`src/rtl/hcsr04_pkg.sv`:
```
// Shared constants for the HC-SR04 responder: one-hot state codes, echo timing
// factors and burst shape (burst used only when HCSR04_RESP_BURST_EN is defined).
package hcsr04_pkg;

  localparam logic [4:0] S_IDLE  = 5'b00001;
  localparam logic [4:0] S_TRIG  = 5'b00010;
  localparam logic [4:0] S_BURST = 5'b00100;
  localparam logic [4:0] S_ECHO  = 5'b01000;
  localparam logic [4:0] S_GUARD = 5'b10000;

  localparam logic [15:0] US_PER_CM       = 16'd58;
  localparam logic [8:0]  MAX_CM          = 9'd400;
  localparam logic [8:0]  MIN_CM          = 9'd2;
  localparam logic [15:0] TIMEOUT_US      = 16'd38000;
  localparam logic [15:0] TRIG_TIMEOUT_US = 16'd1000;

  localparam logic [4:0] BURST_HIGH_US    = 5'd12;
  localparam logic [4:0] BURST_LAST_PHASE = 5'd24;
  localparam logic [3:0] BURST_PULSES     = 4'd8;

  // Below the sensor's minimum range the echo reports MIN_CM; beyond MAX_CM it emulates a timeout.
  function automatic logic [15:0] echo_target(input logic [8:0] d);
    if (d < MIN_CM)
      return 16'({7'b0, MIN_CM} * US_PER_CM);
    else if (d > MAX_CM)
      return TIMEOUT_US;
    else
      return 16'({7'b0, d} * US_PER_CM);
  endfunction

endpackage

```
`src/rtl/clock_usec.sv`:
```
// Free-running divider producing a one-clk tick every CLK_FREQ_HZ/1_000_000 clocks.
module clock_usec #(
  parameter int unsigned CLK_FREQ_HZ = 100_000_000
) (
  input  logic clk,
  input  logic reset_p,
  output logic tick
);

  localparam int unsigned DIV  = (CLK_FREQ_HZ / 1_000_000 > 0) ? CLK_FREQ_HZ / 1_000_000 : 1;
  localparam int unsigned CW   = (DIV > 1) ? $clog2(DIV) : 1;
  localparam logic [CW-1:0] LAST = CW'(DIV - 1);

  logic [CW-1:0] cnt;

  always_ff @(posedge clk or posedge reset_p) begin
    if (reset_p) begin
      cnt  <= '0;
      tick <= 1'b0;
    end else begin
      tick <= (cnt == LAST);
      cnt  <= (cnt == LAST) ? '0 : cnt + 1'b1;
    end
  end

endmodule

```
`src/rtl/hcsr04_responder.sv`:
```
// HC-SR04 ultrasonic sensor emulator: answers a trig pulse with an echo whose width
// encodes distance_cm. Define HCSR04_RESP_BURST_EN to emulate the 40 kHz transducer burst.
module hcsr04_responder
  import hcsr04_pkg::*;
#(
  parameter int unsigned CLK_FREQ_HZ = 100_000_000,
  parameter int unsigned LEAD_US     = 250,
  parameter int unsigned GUARD_US    = 10_000,
  parameter int unsigned TRIG_MIN_US = 10
) (
  input  logic       clk,
  input  logic       reset_p,
  input  logic       trig,
  input  logic [8:0] distance_cm,
  output logic       echo,
  output logic       busy,
  output logic       short_trig,
  output logic       burst
);

  localparam logic [15:0] LEAD     = 16'(LEAD_US);
  localparam logic [15:0] GUARD    = 16'(GUARD_US);
  localparam logic [15:0] TRIG_MIN = 16'(TRIG_MIN_US);

  logic        tick;
  logic        trig_s1, trig_s2, trig_d;
  logic        trig_rise, trig_fall;
  logic [4:0]  state, state_next;
  logic [15:0] counter, count_now, target;
  logic        short_next;

  clock_usec #(.CLK_FREQ_HZ(CLK_FREQ_HZ)) u_clock_usec (
    .clk     (clk),
    .reset_p (reset_p),
    .tick    (tick)
  );

  assign trig_rise = trig_s2 & ~trig_d;
  assign trig_fall = ~trig_s2 & trig_d;
  // Compare against the value the counter is about to take so every interval is exact in us.
  assign count_now = counter + {15'b0, tick};
  assign busy      = (state != S_IDLE);

  always_comb begin
    state_next = state;
    short_next = 1'b0;
    case (state)
      S_IDLE:  if (trig_rise) state_next = S_TRIG;
      S_TRIG: begin
        if (trig_fall) begin
          if (count_now >= TRIG_MIN) begin
            state_next = S_BURST;
          end else begin
            state_next = S_IDLE;
            short_next = 1'b1;
          end
        end else if (count_now >= TRIG_TIMEOUT_US) begin
          state_next = S_IDLE;
        end
      end
      S_BURST: if (count_now == LEAD)   state_next = S_ECHO;
      S_ECHO:  if (count_now == target) state_next = S_GUARD;
      S_GUARD: if (count_now == GUARD)  state_next = S_IDLE;
      default: state_next = S_IDLE;
    endcase
  end

  always_ff @(posedge clk or posedge reset_p) begin
    if (reset_p) begin
      trig_s1    <= 1'b0;
      trig_s2    <= 1'b0;
      trig_d     <= 1'b0;
      state      <= S_IDLE;
      counter    <= '0;
      target     <= '0;
      echo       <= 1'b0;
      short_trig <= 1'b0;
    end else begin
      trig_s1    <= trig;
      trig_s2    <= trig_s1;
      trig_d     <= trig_s2;
      state      <= state_next;
      counter    <= (state_next != state) ? '0 : count_now;
      echo       <= (state_next == S_ECHO);
      short_trig <= short_next;
      if (state == S_TRIG && state_next == S_BURST)
        target <= echo_target(distance_cm);
    end
  end

`ifdef HCSR04_RESP_BURST_EN
  logic [4:0] phase;
  logic [3:0] periods;

  always_ff @(posedge clk or posedge reset_p) begin
    if (reset_p) begin
      phase   <= '0;
      periods <= '0;
      burst   <= 1'b0;
    end else if (state != S_BURST) begin
      phase   <= '0;
      periods <= '0;
      burst   <= 1'b0;
    end else begin
      burst <= (periods < BURST_PULSES) && (phase < BURST_HIGH_US);
      if (tick) begin
        if (phase == BURST_LAST_PHASE) begin
          phase <= '0;
          if (periods < BURST_PULSES) periods <= periods + 1'b1;
        end else begin
          phase <= phase + 1'b1;
        end
      end
    end
  end
`else
  assign burst = 1'b0;
`endif

endmodule

```
`config.mk`:
```
export PLATFORM = sky130hd
export DESIGN_NAME = hcsr04_responder
export DESIGN_NICKNAME = d
export VERILOG_FILES = /design/src/rtl/hcsr04_pkg.sv /design/src/rtl/clock_usec.sv /design/src/rtl/hcsr04_responder.sv
export SDC_FILE = /design/constraint.sdc
export NUM_CORES = 1
export LEC_CHECK = 0
export CAP_MARGIN = 20
export CORE_MARGIN = 3
export CORE_UTILIZATION = 60
export DETAILED_ROUTE_END_ITERATION = 12
export GPL_TIMING_DRIVEN = 0
export MAX_ROUTING_LAYER = met4
export PLACE_DENSITY = 0.76
export SKIP_CTS_REPAIR_TIMING = 1
export SYNTH_ARGS = -nofsm -noshare
export SYNTH_HDL_FRONTEND = slang
export SYNTH_HIERARCHICAL = 1
export SYNTH_SLANG_ARGS = --single-unit
```
`constraint.sdc`:
```
create_clock -name clk -period 6.6 [get_ports clk]
set_clock_uncertainty 0.15 [all_clocks]
set_input_delay 1.32 -clock clk [delete_from_list [all_inputs] [get_ports clk]]
set_output_delay 1.32 -clock clk [all_outputs]
set_load 0.05 [all_outputs]
```
### After elaboration in Yosys (flattened, before gate mapping)

Cells that the tools add are included.

* output and inout bits: 4
* word-level logic and storage cells: 50
* bits in registers: 50

* $lt $le $gt $ge: 4
* mux-type cells: 15
* add/subtract/negate cells: 2
* bitwise operators: 4
* $mul: 1
* reduce and logical (&&, ||, !) cells: 1
* equality and inequality tests: 13

Operators by type and width (number)
* $mux W16: 3
* $mux W5: 6
* $pmux W5 S5: 1
* $add A16 B1 Y16: 1
* $eq A16 B14 Y1 const B: 1
* $eq A16 B16 Y1: 1
* $eq A16 B8 Y1 const B: 1
* $ge A16 B10 Y1 const B: 1
* $ge A16 B4 Y1 const B: 1
* $mul A9 B5 Y14 const B: 1
* $eq A5 B3 Y1 const B: 2
* $eq A5 B4 Y1 const B: 2
* $gt A9 B9 Y1 const B: 1
* $lt A9 B2 Y1 const B: 1
* $add A7 B1 Y7 const B: 1
* $eq A7 B7 Y1 const B: 1
* $mux W7: 1
* $eq A5 B1 Y1 const B: 1
* $eq A5 B2 Y1 const B: 1
* $eq A5 B5 Y1 const B: 1
* $ne A5 B1 Y1 const B: 1
* $ne A5 B5 Y1: 1
* $mux W1: 3
* $mux W3: 1
* other kinds (3): 5

### Longest topological paths before layout

* depth in word-level cells: 7
* mapped depth: 13

### Hierarchy

Netlist, hierarchy kept.

Modules (own cells, without submodules)
* hcsr04_responder: cells each 450, instances 1, area an instance 4212.8 um^2, seq. area each 1027.2 um^2
* clock_usec: cells each 31, instances 1, area an instance 360.3 um^2, seq. area each 200.2 um^2

### Worst setup path after synthesis

Ideal clock, no wire load.

* path kind: in2reg
* start: input distance_cm[1]
* end: register target[14]
* buffers on the path: 0
* library setup time: 96 ps
* required time: 6354 ps
* cell stages on the path: 13
* path slack: 2078 ps
* arrival time: 4277 ps
* cell sequence: fa_1 > ha_1 > inv_1 > fa_1 > inv_1 > ha_1 > a21o_1 > a21oi_1 > o21ai_0 > o41ai_1 > o21ai_0 > xnor2_1 > o31ai_1

* cells in the longest elaborated chain, start to end: 3

RTL lines
* from (decl): RTL line hcsr04_responder.sv:14 `input logic [8:0] distance_cm,`
* $mul A9 B5 Y14 or $gt A9 B9 Y1 (tied branches): RTL line hcsr04_pkg.sv:28, hcsr04_pkg.sv:25
* $mux W16: RTL line hcsr04_pkg.sv:25 `else if (d > MAX_CM)`
* $mux W16 *: RTL line hcsr04_pkg.sv:23 `if (d < MIN_CM)`
* to (signal assigned): RTL line hcsr04_responder.sv:87 `target <= echo_target(distance_cm);`
* to (decl): RTL line hcsr04_responder.sv:29 `logic [15:0] counter, count_now, target;`

Every way passes the cells marked *; elsewhere a longest branch is shown, timed or not.
A chain may end at the register's enable or synchronous reset.

### Worst setup path after layout

* start: input distance_cm[3]
* end: register target[14]

Same word-level chain as after synthesis.

==> results.cfg <==
[pwr]
seq_power_share_pct = 39.9
p_sw_share_pct = 32.81
power.internal_mw = 0.5574
pwr-share-clk_pct = 27.5
p_switching_mw = 0.2722
pwr-share-comb_pct = 32.6
peakVddDrop_v = 0.0001131
powerDensity_nw_per_um2 = 167.3
p_leak_nw = 2.068

[setup_path]
max_stage_delay_ns = 0.65
worstPathCellList = clkdlybuf4s50_1, fa_1, ha_1, inv_1, fa_1, inv_1, ha_1, a21o_1, a21oi_1, o21ai_0, o41ai_1, o21ai_0, xnor2_1, o31ai_1
crit_type = input port to flop
crit_path_top_delay_cell = clkdlybuf4s50_1
cp-start-kind = input port
reg2reg_depth = 12
cp.required_ns = 6.67
path_max_fanout = 5
cp-end-kind = flop
cp.arrival_ns = 5.21

[grt]
first_global_vias = 3493
gr-total-overflow = 0
grt_usage_pct = 24.63
antenna_found_initial = 0
grt_pass1_wl_mm = 16.88
grt_max_degree = 42

[sta]
worstMarginPinSlew_ns = 0.8321
setup_tns_ns = 0
slew_viol_final = 0
period_share_pct = 77.95
rsz0062_at_grt = false
hold_viol = 0
fmax_mhz = 194.4
fin_crit_ns = 5.144
relSlewSlack_pct = 44.45
setup_viol = 0

[flow_run]
drv_cap = 0

[yosys]
async_flop_share_pct = 100.0
ys_ff_latch = 49
ys_seq_area_share_pct = 26.84
synth_edf_count = 0
syn_nets = 545
syn_area_um2 = 4573
postSynthAreaPerCell_um2 = 9.508
syn_inst = 481
synth_cell_types = 87
synth_warnings = 6
ys.flop_type = dfrtp_1

[placed_design]
dp_hpwl_mm = 7.709
dpl_cell_area_um2 = 4837
place_congestion = 0.9572
port_buffers = 14

[drt]
num_vias = 3633
wl_mm = 9.692
vias_per_cell = 6.035
postRouteAntennaNets = 0
drtIter0Drc = 210
post-route-drc-count = 0
dr.pass1.iters = 5
avgRoutedWirePerCell_um = 16.10

[min_path]
holdPathStages = 0
min_path_type = flop to flop

[layout]
finalNetCount = 566
seq_area_um2 = 1227
final_common_cell = dfrtp_1
stdcell_area_um2 = 4957
multi_input_area_um2 = 2974
layout_common_cells = dfrtp_1 (48), inv_1 (39), ha_1 (39)
n_antenna_cell = 0
areaGrowthSynthToFinish_pct = 8.399
fill_cells = 564
drive_above_1_share_pct = 13.92

[clock_network]
clk_latency_ns = 0.31
cts_buffers = 5
clockBufferDepth = 2
cts_root_buf = clkbuf_8
clk_pin_slew_worst_paths_ns = 0.10
cts_tree = built
htreeDepth = 2
clock_sinks = 49

[floorplanning]
die_area_um2 = 8706
coreArea_um2 = 7331
ios = 16
start_util_pct = 62.38
die_h_um = 93.31
die_x_um = 93.31
row_count = 31

[status]
outcome = finished clean
## routing by layer
metal  routed length (um)  GRT usage (%)
met1                 4404          33.39
met4                  204          6.593
met5                    0              -
met3                  350          3.138
met2                 4733          39.25
## cell type report
| type | instances | area share (%) |
|---|---|---|
| Clock buffer | 6 | 1.666 |
| Tap cell | 99 | 2.499 |
| Inverter | 40 | 3.029 |
| Buffer | 27 | 4.467 |
| Timing Repair Buffer | 14 | 2.827 |
| Sequential cell | 49 | 24.76 |
| Clock inverter | 2 | 0.7572 |
| Multi-Input combinational cell | 365 | 59.99 |
## through the flow
step                power (mW)  std cells  worst slack, ns  utilization [%]  hold WS, ns
finish                  0.8296        602            1.456            67.62       0.2115
global route            0.8896        602            1.177            67.62       0.2169
CTS                     0.8369        602            1.434            67.62       0.2156
detailed placement      0.6070        594            1.122            65.98       0.1936
global placement        0.6000        594            1.202            65.98       0.1827
floorplan               0.5436        481            2.078                -       0.1812
## worst paths after layout
check	start	end	slack (ns)
min in group asynchronous	reset_p	u_clock_usec/cnt[0]$_DFF_PP0_	1.15
max in group asynchronous	reset_p	state[2]$_DFF_PP0_	4.40
worst min register to register	trig_s1$_DFF_PP0_	trig_s2$_DFF_PP0_	0.21
worst min-delay path	trig_s1$_DFF_PP0_	trig_s2$_DFF_PP0_	0.21
worst max register to register	u_clock_usec/tick$_DFF_PP0_	counter[13]$_DFF_PP0_	2.75
worst max-delay path	distance_cm[3]	target[14]$_DFFE_PP0P_	1.46
## Yosys cell counts, types with 3 or more instances
cell type	number	share of area, %
and2_2	3	0.49
nor2_1	33	2.7
nor3b_1	3	0.49
xor2_1	17	3.3
dfrtp_1	48	26
fa_1	13	5.7
nand2_1	35	2.9
nand3b_1	3	0.49
inv_1	40	3.3
nor2b_1	4	0.55
nor3_2	11	2.4
o41ai_1	3	0.57
a21oi_1	19	2.1
nor3_1	13	1.4
a31o_2	3	0.57
nor4_1	7	0.96
o32ai_1	3	0.57
and3_1	3	0.41
buf_6	7	1.7
a21o_1	4	0.66
o31ai_1	10	1.6
clkbuf_1	10	0.82
nand2b_1	7	0.96
nand4_1	5	0.68
ha_1	39	11
xnor2_1	16	3.1
mux2i_1	3	0.66
o211ai_1	3	0.49
o21ai_0	15	1.6
nand3_1	14	1.5
a31oi_1	4	0.55
a211oi_1	7	1.1
and4_2	3	0.66
clkbuf_8	4	1.2
and2_1	4	0.55
buf_4	3	0.49
## state kept, by name, summed over array words and instances, names as in the netlist
| name | flops |
|---|---|
| counter | 16 |
| echo | 1 |
| short_trig | 1 |
| state | 5 |
| target | 15 |
| trig_d | 1 |
| trig_s1 | 1 |
| trig_s2 | 1 |
| u_clock_usec/cnt | 7 |
| u_clock_usec/tick | 1 |
## power groups by stage
stage          clock network, mW  registers, mW  logic [mW]
4_1_cts                    0.234          0.331       0.272
3_3_place_gp                   0          0.336       0.264
3_5_place_dp                   0          0.337       0.270
2_1_floorplan                  0          0.331       0.212
6_report                   0.228          0.331       0.270
5_1_grt                    0.245          0.333       0.311
## critical path: cells and delay by family
kind | cells | cell delay (ns)
compound gates | 6 | 1.41
xor+xnor | 1 | 0.16
fa+ha+maj | 4 | 1.58
buf+inv | 3 | 0.74
## cell families after synthesis
group,Yosys count,share of synthesized area (%)
other,1,0.08200
AO/OA/AOI/OAI,99,16.44
flip-flops,49,26.84
AND/OR/NAND/NOR,173,23.34
adder cells (fa/ha/maj),52,16.36
buffers and inverters,67,8.126
multiplexers,4,0.9849
XOR/XNOR,36,7.825
Power figures use the tool's default switching activity.
